## config.mk

```make
export PLATFORM = sky130hd
export DESIGN_NAME = mult_div_unit
export DESIGN_NICKNAME = d
export VERILOG_FILES = /design/src/rtl/mult_div_unit.sv
export SDC_FILE = /design/constraint.sdc
export NUM_CORES = 1
export LEC_CHECK = 0
export BUFFER_PORTS_ARGS = -buffer_cell sky130_fd_sc_hd__buf_2
export CAP_MARGIN = 25
export CORE_ASPECT_RATIO = 1.25
export CORE_MARGIN = 2
export CORE_UTILIZATION = 63
export DETAILED_ROUTE_END_ITERATION = 10
export PLACE_DENSITY = 0.93
export RECOVER_POWER = 50
export SYNTH_ARGS = -nofsm -noshare
export SYNTH_HDL_FRONTEND = slang
export SYNTH_SLANG_ARGS = --single-unit
```

## constraint.sdc

```tcl
create_clock -name clk -period 5.95 [get_ports clk]
set_input_delay 0 -clock clk [delete_from_list [all_inputs] [get_ports clk]]
set_output_delay 0 -clock clk [all_outputs]
set_load 0.01 [all_outputs]
```

## src/rtl/mult_div_unit.sv

```systemverilog
// Multicycle signed 32-bit multiply (radix-2 Booth) / divide (restoring) unit.
// Accepts a start pulse, iterates 32 cycles, then loads HI/LO and pulses done.
module mult_div_unit (
  input  logic        clk,
  input  logic        reset,
  input  logic        start,
  input  logic        MultOrDiv,
  input  logic [31:0] A,
  input  logic [31:0] B,
  output logic [31:0] HI,
  output logic [31:0] LO,
  output logic        busy,
  output logic        done,
  output logic        ErroDiv
);

  typedef enum logic [1:0] {IDLE, RUN, FINISH} state_e;

  state_e      state_q, state_d;
  logic [4:0]  count_q, count_d;
  logic        op_q, op_d;          // 1 = DIV
  logic        q_neg_q, q_neg_d;
  logic        r_neg_q, r_neg_d;
  // Working pair: {P, multiplier} for MULT, {remainder, quotient} for DIV.
  logic [31:0] work_hi_q, work_hi_d;
  logic [31:0] work_lo_q, work_lo_d;
  logic        qm1_q, qm1_d;
  logic [31:0] opnd_q, opnd_d;      // multiplicand, or divisor magnitude
  logic [31:0] hi_q, hi_d;
  logic [31:0] lo_q, lo_d;
  logic        busy_q, busy_d;
  logic        done_q, done_d;
  logic        erro_q, erro_d;

  logic [31:0] a_mag, b_mag;
  logic [32:0] booth_sum;
  logic [32:0] div_shift, div_trial;
  logic [31:0] quo_fix, rem_fix;

  assign a_mag = A[31] ? (32'd0 - A) : A;
  assign b_mag = B[31] ? (32'd0 - B) : B;

  // The Booth sum needs a 33rd bit: subtracting 0x80000000 overflows 32 bits.
  always_comb begin
    unique case ({work_lo_q[0], qm1_q})
      2'b01:   booth_sum = {work_hi_q[31], work_hi_q} + {opnd_q[31], opnd_q};
      2'b10:   booth_sum = {work_hi_q[31], work_hi_q} - {opnd_q[31], opnd_q};
      default: booth_sum = {work_hi_q[31], work_hi_q};
    endcase
  end

  assign div_shift = {work_hi_q, work_lo_q[31]};
  assign div_trial = div_shift - {1'b0, opnd_q};
  assign quo_fix   = q_neg_q ? (32'd0 - work_lo_q) : work_lo_q;
  assign rem_fix   = r_neg_q ? (32'd0 - work_hi_q) : work_hi_q;

  always_comb begin
    // NOTE: every _d starts as its _q (or a pulse default) so no path leaves it unassigned and no latch is inferred.
    state_d   = state_q;
    count_d   = count_q;
    op_d      = op_q;
    q_neg_d   = q_neg_q;
    r_neg_d   = r_neg_q;
    work_hi_d = work_hi_q;
    work_lo_d = work_lo_q;
    qm1_d     = qm1_q;
    opnd_d    = opnd_q;
    hi_d      = hi_q;
    lo_d      = lo_q;
    done_d    = 1'b0;
    erro_d    = 1'b0;

    unique case (state_q)
      IDLE: begin
        if (start) begin
          if (MultOrDiv && (B == 32'd0)) begin
            erro_d = 1'b1;
          end else begin
            op_d      = MultOrDiv;
            count_d   = 5'd0;
            work_hi_d = 32'd0;
            qm1_d     = 1'b0;
            state_d   = RUN;
            if (MultOrDiv) begin
              work_lo_d = a_mag;
              opnd_d    = b_mag;
              q_neg_d   = A[31] ^ B[31];
              r_neg_d   = A[31];
            end else begin
              work_lo_d = B;
              opnd_d    = A;
            end
          end
        end
      end

      RUN: begin
        if (op_q) begin
          work_hi_d = div_trial[32] ? div_shift[31:0] : div_trial[31:0];
          work_lo_d = {work_lo_q[30:0], ~div_trial[32]};
        end else begin
          work_hi_d = booth_sum[32:1];
          work_lo_d = {booth_sum[0], work_lo_q[31:1]};
          qm1_d     = work_lo_q[0];
        end
        count_d = count_q + 5'd1;
        if (count_q == 5'd31) state_d = FINISH;
      end

      FINISH: begin
        hi_d    = op_q ? rem_fix : work_hi_q;
        lo_d    = op_q ? quo_fix : work_lo_q;
        done_d  = 1'b1;
        state_d = IDLE;
      end

      default: state_d = IDLE;
    endcase

    busy_d = (state_d != IDLE);
  end

  always_ff @(posedge clk) begin
    // NOTE: non-blocking assignments so every flop samples pre-edge values regardless of statement order.
    if (reset) begin
      state_q   <= IDLE;
      count_q   <= 5'd0;
      op_q      <= 1'b0;
      q_neg_q   <= 1'b0;
      r_neg_q   <= 1'b0;
      work_hi_q <= 32'd0;
      work_lo_q <= 32'd0;
      qm1_q     <= 1'b0;
      opnd_q    <= 32'd0;
      hi_q      <= 32'd0;
      lo_q      <= 32'd0;
      busy_q    <= 1'b0;
      done_q    <= 1'b0;
      erro_q    <= 1'b0;
    end else begin
      state_q   <= state_d;
      count_q   <= count_d;
      op_q      <= op_d;
      q_neg_q   <= q_neg_d;
      r_neg_q   <= r_neg_d;
      work_hi_q <= work_hi_d;
      work_lo_q <= work_lo_d;
      qm1_q     <= qm1_d;
      opnd_q    <= opnd_d;
      hi_q      <= hi_d;
      lo_q      <= lo_d;
      busy_q    <= busy_d;
      done_q    <= done_d;
      erro_q    <= erro_d;
    end
  end

  assign HI      = hi_q;
  assign LO      = lo_q;
  assign busy    = busy_q;
  assign done    = done_q;
  assign ErroDiv = erro_q;

endmodule

```

After elaboration in Yosys (flattened, before gate mapping)
Index checks and enable logic that the tools add are counted.
{"block": "totals", "reg_bits": 174, "input_bits": 68, "wordCells": 79}
{"block": "classes", "add_sub_neg": 8, "n_eq_ne": 9, "n_mux": 31, "n_bitwise": 5, "n_reduce_logical": 11}
{"operator": "$mux W32", "count": 15}
{"operator": "$pmux W32 S2", "count": 2}
{"operator": "$sub A1 B32 Y32 const A", "count": 4}
{"operator": "$pmux W33 S2", "count": 1}
{"operator": "$add A32 B32 Y33", "count": 1}
{"operator": "$sub A32 B32 Y33", "count": 1}
{"operator": "$sub A33 B32 Y33", "count": 1}
{"operator": "$logic_not A32 Y1", "count": 1}
{"operator": "$reduce_and A4 Y1", "count": 3}
{"operator": "$mux W5", "count": 2}
{"operator": "$pmux W5 S2", "count": 1}
{"operator": "$mux W2", "count": 3}
{"operator": "$ne A2 B2 Y1 const B", "count": 3}
{"operator": "$reduce_and A3 Y1", "count": 2}
{"operator": "$add A5 B1 Y5 const B", "count": 1}
{"operator": "$eq A5 B5 Y1 const B", "count": 1}
{"operator": "$mux W1", "count": 5}
{"operator": "$eq A2 B1 Y1 const B", "count": 2}
{"operator": "$eq A2 B2 Y1 const B", "count": 2}
{"operator": "$ne A4 B2 Y1 const B", "count": 1}
{"operator": "$not A1 Y1", "count": 4}
{"operator": "$pmux W2 S2", "count": 1}
{"operator": "$reduce_bool A2 Y1", "count": 2}
{"operator": "$reduce_or A3 Y1", "count": 1}
{"operator": "4 further kinds", "count": 4}

Logic depth before layout (Yosys ltp)
Gate-level depths: netlist of the first run.
{"block": "logic_depth", "ltp_word": 6, "ltp_mapped": 19, "mapped_depth_nobuf": 17}

Least setup slack after synthesis of the first run
No wires, ideal clock.
{"block": "synth_path", "kind": "reg2reg", "startpoint": "reg opnd_q[10]", "endpoint": "reg work_hi_q[31]", "t_arrival_ps": 3970, "required_time_ps": 5872, "slack_ps": 1902, "stages_incl_launch_ff": 18, "path_buffers": 1, "period_less_slack_ps": 4048, "path_cell_list": "dfxtp_1 -> or4_1 -> nor3_1 -> nand2_1 -> nor3_1 -> a31oi_1 -> xnor2_1 -> ha_1 -> clkbuf_1 -> nand4_1 -> or3_1 -> or2_2 -> o22ai_1 -> a21oi_1 -> a311oi_1 -> a211o_1 -> nor2_1 -> nor3_1"}
{"block": "synth_between", "elab_chain_cells": 4, "word_cells_on_any_way": 7}
{"element": "from (decl)", "line_no": "28", "text": "logic [31:0] opnd_q, opnd_d;"}
{"element": "from (signal assigned)", "line_no": "149", "text": "opnd_q <= opnd_d;"}
{"element": "$sub A32 B32 Y33 (tied with other cells)", "line_no": "47", "text": "2'b10: booth_sum = {work_hi_q[31], work_hi_q} - {opnd_q[31], opnd_q};"}
{"element": "$pmux W33 S2 / $mux W32 (equally long branches)", "line_no": "45, 99"}
{"element": "$mux W32 (*)", "line_no": "98", "text": "if (op_q) begin"}
{"element": "$pmux W32 S2 (*)", "line_no": "73", "text": "unique case (state_q)"}
{"element": "to (signal assigned)", "line_no": "146", "text": "work_hi_q <= work_hi_d;"}
{"element": "to (decl)", "line_no": "25", "text": "logic [31:0] work_hi_q, work_hi_d;"}
Mark *: on every way between the ends. The rest lies on a longest branch, timed or not.
A chain may end at the register's enable or synchronous reset.

Worst setup path after layout of the first run
Same ends and word-level chain as after synthesis.

==> results.py, run 1 <==
metrics = {
    "final_layout": {
        "postLayoutCoreUtil_pct": 70.0,
        "final_cells": 2334,
        "n_antenna_cell": 0,
        "fill_cells": 1952,
        "drive_gt1_share_pct": 7.28,
        "fin_area_um2": 16100,
        "final_nets": 2176,
        "area_growth_pct": 9.02,
    },
    "worst_setup_path": {
        "path_max_fanout": 9,
        "cp-end-kind": "flop",
        "slowest_delay_ns": 0.59,
        "slowest_stage": "or4_1",
        "r2r_slack_ns": 1.31,
        "worstPathRequired_ns": 6.33,
        "cpMostUsedCell": "nor3_1",
        "crit_type": "reg -> reg",
        "arrival_ns": 5.02,
        "cp_cell_sequence": "or4_1 > nor3_1 > nand2_1 > nor3_1 > a31oi_1 > xnor2_1 > ha_1 > nand4_1 > or3_1 > or2_2 > o22ai_1 > a21oi_1 > a311oi_1 > a211o_1 > nor2_1 > nor3_1",
        "r2r_cells": 16,
        "start_kind": "flop",
    },
    "synthesis": {
        "async_flop_share_pct": 0,
        "yosys_warnings": 0,
        "ys_seq_elements": 174,
        "synth_common_cells": "196 x nand2_1, 193 x nor2_1, 174 x dfxtp_1, 164 x a21oi_1, 152 x o21ai_0",
        "synth_top_family_by_area": "compound AO/OA/AOI/OAI gates",
        "syn-cell-area_um2": 14800,
        "synth-main-ff-cell": "dfxtp_1",
        "synth-xor-area-share_pct": 11.5,
        "post_synth_num_cell_types": 74,
        "syn_nets": 2123,
        "synth_top_cells_by_area": "dfxtp_1 24%, xor2_1 6.3%, ha_1 6.2%, a21oi_1 5.6%, xnor2_1 5.2%",
        "synth_top_area_share_pct": 23.6,
        "seq_area_frac_synth_pct": 23.6,
        "syn_inst": 1980,
        "synthSimpleGateAreaFrac_pct": 19.9,
        "synth_fa_ha_area_share_pct": 6.46,
        "yosysMostFrequentCell": "nand2_1",
        "yosys.area.top_type": "dfxtp_1",
        "synth_mux_area_share_pct": 3.77,
        "synth_edf_count": 0,
        "synth_compound_area_share_pct": 29.4,
        "syn_area_per_cell_um2": 7.45,
    },
    "routing": {
        "postRouteAntennaNets": 0,
        "via_per_inst": 6.70,
        "drcViolationCount": 0,
        "firstDrtPassIters": 7,
        "drt_iter0_markers": 1773,
        "vias": 15600,
        "wl_per_cell_um": 21.4,
        "drt_wl_total_um": 49900,
    },
    "cts": {
        "clk_path_buf_depth": 2,
        "cts_sinks": 174,
        "clk_pin_slew_worst_paths_ns": 0.08,
        "cts_setup_buffers": 0,
        "ctsHoldBuffers": 20,
        "clockRootBuffer": "clkbuf_16",
        "cts_tree": "yes",
        "post_cts_resized": 0,
        "clk_latency_ns": 0.46,
        "h-tree-depth": 4,
        "cts_buffers": 17,
    },
    "sta": {
        "setup_tns_ns": 0,
        "period_needed_ns": 4.64,
        "tightest_slew_ns": 2.70,
        "maxSlewViolCount": 69,
        "finalCritPeriodShare_pct": 78.0,
        "setup_violations": 0,
        "relSlewSlack_pct": -80.4,
        "finClkSkew_ns": 0.0151,
        "fmax_ghz": 0.216,
        "rsz0062_at_grt": "no",
        "finalHoldViolCount": 0,
    },
    "floorplanning": {
        "io_pins": 135,
        "dieArea_um2": 24700,
        "row_count": 62,
        "die_h_um": 175,
        "die_x_um": 141,
        "core_um2": 23000,
        "start_util_pct": 64.2,
    },
    "global_route": {
        "grt_start_max_net_pins": 105,
        "antenna_found_initial": 0,
        "track_usage_pct": 39.8,
        "overflow": 0,
        "grt_pass1_vias": 14600,
        "grt_pass1_wl_um": 77800,
    },
    "placed_design": {
        "placed_area_um2": 15400,
        "io_buffers": 134,
        "dp_hpwl_um": 36900,
        "dp_cells": 2280,
        "gp_congestion": 1.01,
    },
    "pwr": {
        "p_per_area_nw_per_um2": 238,
        "total_power_w": 0.00384,
        "p_leak_nw": 6.09,
        "ir_worst_vdd_v": 0.000230,
    },
    "status": {
        "failed_checks": "capacitance limit, slew limit",
        "outcome": "complete, but fails checks",
    },
    "run": {
        "drv_cap": 2,
    },
    "worst_hold_path": {
        "min_path_type": "in -> reg",
        "hold_depth": 4,
    },
}
[routing by layer]
metal | GRT usage [%] | vias up | part of all wire [%]
met1 | 48.0 | 7282 | 39
li1 | - | 7348 | -
met5 | 0 | - | 0
met4 | 26.9 | 0 | 7.4
met2 | 65.9 | 824 | 46
met3 | 5.29 | 185 | 7.5
[critical path: cells and delay by family, from the launching register on]
kind	cells	cell delay, ns
simple gates	9	2.72
compound gates	5	0.92
fa+ha+maj	1	0.44
flops	1	0.34
xor+xnor	1	0.17
[cell usage in the layout (no fill, tap or decap), types with 71 or more instances in the layout]
master / synthesis / final
a211oi_1: 74 / 74
a21oi_1: 164 / 164
clkbuf_1: 111 / 71
dfxtp_1: 174 / 173
ha_1: 73 / 73
nand2_1: 196 / 197
nor2_1: 193 / 192
o21ai_0: 152 / 152
xnor2_1: 87 / 87
xor2_1: 106 / 106
[registers in the layout (all words and copies together) (netlist names), 2 cells and up]
| name | count |
|---|---|
| work_lo_q | 32 |
| LO | 32 |
| count_q | 5 |
| work_hi_q | 32 |
| state_q | 2 |
| HI | 32 |
| opnd_q | 32 |
[kinds of logic (layout without fill, tap and decap cells)]
group	count (synthesis)	in the layout
fa+ha+maj	75	75
buf+inv	203	269
compound gates	658	658
mux	54	54
flops	174	174
simple gates	623	623
xor+xnor	193	193
[metrics by stage]
stage                     hold slack, ns  setup slack [ns]
final                             0.0147              1.31
after global routing              0.0207             0.953
after CTS                        0.00281              1.36
after detailed placement           0.364              1.36
after global placement             0.345              1.49
after floorplan                    0.184              1.90
[worst paths after layout]
path | endpoint | startpoint
hold reg to reg | LO[23] | LO[23]
hold / removal | work_lo_q[25] | A[25]
setup reg to reg | work_hi_q[31] | opnd_q[10]
setup / recovery | work_hi_q[31] | opnd_q[10]
[cell type report]
cell class / instances / area, µm² / area share, %
Clock inverter: 14 / 170 / 1.06
Clock buffer: 18 / 429 / 2.67
Timing Repair Buffer: 170 / 928 / 5.77
Multi-Input combinational cell: 1603 / 10500 / 65.0
Inverter: 67 / 251 / 1.56
Sequential cell: 174 / 3480 / 21.7
Tap cell: 288 / 360 / 2.24
[report_power, final]
group	switching, W	internal (W)	leakage (nW)
clock	0.000564	0.000602	0.290
combinational	0.000834	0.000532	4.39
sequential	0.0000932	0.00121	1.42
(Power assumes the default switching activity.)
==> run 2: changes to the inputs <==
--- a/config.mk
+++ b/config.mk
@@ -5,13 +5,14 @@
 export SDC_FILE = /design/constraint.sdc
 export NUM_CORES = 1
 export LEC_CHECK = 0
+export ABC_AREA = 1
 export BUFFER_PORTS_ARGS = -buffer_cell sky130_fd_sc_hd__buf_2
 export CAP_MARGIN = 25
 export CORE_ASPECT_RATIO = 1.25
 export CORE_MARGIN = 2
-export CORE_UTILIZATION = 63
+export CORE_UTILIZATION = 62
 export DETAILED_ROUTE_END_ITERATION = 10
-export PLACE_DENSITY = 0.93
+export PLACE_DENSITY = 0.91
 export RECOVER_POWER = 50
 export SYNTH_ARGS = -nofsm -noshare
 export SYNTH_HDL_FRONTEND = slang
==> constraint.sdc (replaced) <==
create_clock -name clk -period 4.64 [get_ports clk]
set_input_delay 0 -clock clk [delete_from_list [all_inputs] [get_ports clk]]
set_output_delay 0 -clock clk [all_outputs]
set_load 0.01 [all_outputs]
==> run 2 against run 1 <==
Compared with the run above:
- the run still ends with capacitance limit, slew limit left
- register-to-register slack worse by 0.52 ns
- final cell count is 46% higher
- synthesized cell count is 49% higher
- highest routed layer unchanged
- final area is 15% higher
- area after synthesis is 15% higher
- sequential cell count stayed put
- wire length is 35% higher
- critical path type unchanged
- combinational power is 61% higher
- die area is 16% higher
- first-iteration DRC count is 48% higher
==> results.py, run 2 <==
metrics = {
    "sta": {
        "relSlewSlack_pct": -29.4,
        "period_needed_ns": 3.85,
        "finalCritPeriodShare_pct": 82.9,
        "setup_violations": 0,
        "tightest_slew_ns": 1.94,
        "fmax_ghz": 0.260,
        "setup_tns_ns": 0,
        "rsz0062_at_grt": "no",
        "maxSlewViolCount": 209,
        "finClkSkew_ns": 0.0172,
        "finalHoldViolCount": 0,
    },
    "pwr": {
        "seqPwrFrac_pct": 31.0,
        "swShare_pct": 44.7,
        "combPwrFrac_pct": 40.6,
        "power.switching_w": 0.00242,
        "ir_worst_vdd_v": 0.000258,
        "p_per_area_nw_per_um2": 292,
        "p_int_w": 0.00299,
        "p_leak_nw": 9.32,
        "pwr-share-clk_pct": 28.4,
    },
    "status": {
        "outcome": "complete, but fails checks",
        "failed_checks": "capacitance limit, slew limit",
    },
    "synthesis": {
        "syn-cell-area_um2": 16900,
        "yosysMostFrequentCell": "nand2_1",
        "yosys.area.top_type": "dfxtp_1",
        "synth-main-ff-cell": "dfxtp_1",
        "synth_common_cells": "850 x nand2_1, 459 x inv_1, 271 x nor2_1, 221 x a21oi_1, 203 x o21ai_0",
        "synth_top_cells_by_area": "dfxtp_1 21%, nand2_1 19%, inv_1 10%, a21oi_1 6.5%, nor2_1 6.0%",
        "synth_edf_count": 0,
        "async_flop_share_pct": 0,
        "syn_area_per_cell_um2": 5.74,
        "yosys_warnings": 0,
        "syn_inst": 2953,
        "seq_area_frac_synth_pct": 20.6,
        "ys_seq_elements": 174,
        "synth_top_area_share_pct": 20.6,
        "post_synth_num_cell_types": 55,
        "syn_nets": 3096,
    },
    "final_layout": {
        "final_cell_mix": "850 x nand2_1, 459 x inv_1, 273 x nor2_1, 221 x a21oi_1, 203 x o21ai_0",
        "final_cells": 3402,
        "fill_cells": 2479,
        "final_nets": 3187,
        "n_antenna_cell": 0,
        "drive_gt1_share_pct": 6.18,
        "final_common_cell": "nand2_1",
        "area_growth_pct": 9.21,
    },
    "worst_setup_path": {
        "cpMostUsedCell": "nand2_1",
        "worst-path-stages": 20,
        "slowest_delay_ns": 0.40,
        "slowest_stage": "ha_1",
        "path_max_fanout": 5,
        "critPathBufInv": 2,
        "crit_type": "reg -> reg",
        "arrival_ns": 4.24,
        "worstPathRequired_ns": 5.03,
        "critical_path.top_delay_family": "simple AND/OR/NAND/NOR gates",
        "start_kind": "flop",
        "r2r_cells": 20,
        "cp_cell_sequence": "inv_1 > ha_1 > nand3_1 > nor2_1 > nand2_1 > o21ai_1 > o21ai_0 > nor2_1 > xor2_1 > ha_1 > nand2_1 > nor2_1 > inv_1 > nor3_1 > nand2_1 > nand3_1 > nand3_1 > a21oi_1 > nand2_1 > a21oi_2",
        "cp-end-kind": "flop",
    },
    "cts": {
        "clk_path_buf_depth": 2,
        "clk_pin_slew_worst_paths_ns": 0.08,
        "clockRootBuffer": "clkbuf_16",
        "cts_sinks": 174,
        "h-tree-depth": 4,
        "clk_latency_ns": 0.45,
        "cts_tree": "yes",
        "cts_buffers": 17,
    },
    "placed_design": {
        "dp_cells": 3340,
        "gp_congestion": 1.11,
        "dp_hpwl_um": 51500,
        "io_buffers": 134,
    },
    "floorplanning": {
        "dieArea_um2": 28700,
        "core_um2": 26800,
        "die_h_um": 189,
        "row_count": 67,
        "die_x_um": 152,
        "io_pins": 135,
        "start_util_pct": 63.2,
    },
    "routing": {
        "drt_iter0_markers": 2624,
        "wl_per_cell_um": 19.8,
        "drcViolationCount": 0,
        "drt_wl_total_um": 67500,
        "firstDrtPassIters": 7,
        "vias": 20800,
        "via_per_inst": 6.10,
        "postRouteAntennaNets": 0,
    },
    "worst_hold_path": {
        "hold_depth": 5,
        "min_path_type": "in -> reg",
    },
    "global_route": {
        "antenna_found_initial": 0,
        "overflow": 0,
        "grt_pass1_vias": 19300,
        "grt_pass1_wl_um": 104000,
        "track_usage_pct": 45.9,
        "grt_start_max_net_pins": 115,
    },
    "run": {
        "drv_cap": 3,
    },
}
[run 2: timing repair]
action                                  CTS  global route
hold endpoints to repair                 28             0
hold buffers                             30             0
buffers inserted                          0             0
resized for setup                         0             0
endpoints found under the setup margin    0             0
[run 2: power groups by stage]
stage	logic, W	clock network [W]	registers (W)
6_report	0.00220	0.00154	0.00168
5_1_grt	0.00239	0.00158	0.00168
4_1_cts	0.00210	0.00153	0.00167
3_5_place_dp	0.00206	0	0.00170
3_3_place_gp	0.00204	0	0.00170
2_1_floorplan	0.00149	0	0.00165
[run 2: worst register-to-register path: stages, from the launching register on]
cell and delay (ns):
dfxtp_1 0.33, inv_1 0.18, ha_1 0.21, nand3_1 0.10
nor2_1 0.34, nand2_1 0.13, o21ai_1 0.22, o21ai_0 0.23
nor2_1 0.17, xor2_1 0.10, ha_1 0.40, nand2_1 0.12
nor2_1 0.15, inv_1 0.09, nor3_1 0.26, nand2_1 0.13
nand3_1 0.10, nand3_1 0.11, a21oi_1 0.20, nand2_1 0.11
a21oi_2 0.13
[run 2: per-stage QoR]
| step | cell area (µm²) | util, % | setup slack, ns | total power [W] | hold WS (ns) |
|---|---|---|---|---|---|
| floorplan | 16900 | - | 1.59 | 0.00314 | 0.132 |
| global placement | 17700 | 65.9 | 0.972 | 0.00374 | 0.318 |
| detailed placement | 17700 | 65.9 | 0.889 | 0.00376 | 0.323 |
| CTS | 18600 | 69.4 | 0.874 | 0.00530 | 0.00177 |
| global route | 18500 | 69.0 | 0.486 | 0.00564 | 0.0311 |
| finish | 18500 | 69.0 | 0.792 | 0.00541 | 0.0144 |
[run 2: final timing paths]
check / end / startpoint / slack, ns
max: work_hi_q[27] / opnd_q[1] / 0.79
max reg2reg: work_hi_q[27] / opnd_q[1] / 0.79
min reg2reg: work_lo_q[1] / work_lo_q[1] / 0.49
min: opnd_q[26] / B[26] / 0.01
[run 2: cell type report]
cell class | instances | area [µm²] | area share, %
clock buffers | 17 | 425 | 2.30
flip-flops and latches | 174 | 3480 | 18.8
multi-input cells | 2199 | 11200 | 60.5
inverters | 472 | 1770 | 9.57
well taps | 345 | 432 | 2.33
clock inverters | 15 | 196 | 1.06
repair buffers | 180 | 1000 | 5.41
[run 2: layer usage]
metal  track usage, %  share of wire, %  vias up
met5                0                 0        -
met4             39.6                11        0
met3             8.10               9.6      412
met2             74.4                45     1413
met1             52.2                35     9275
li1                 -                 -     9661
[run 2: cell families (layout without fill, tap and decap cells)]
logic type | count (synthesis) | in the layout | share of synthesized area (%)
AO/OA/AOI/OAI | 589 | 589 | 19.7
flip-flops | 174 | 174 | 20.6
AND/OR/NAND/NOR | 1420 | 1420 | 34.8
buffers and inverters | 580 | 684 | 13.3
adder cells (fa/ha/maj) | 75 | 75 | 5.63
XOR/XNOR | 115 | 115 | 5.94
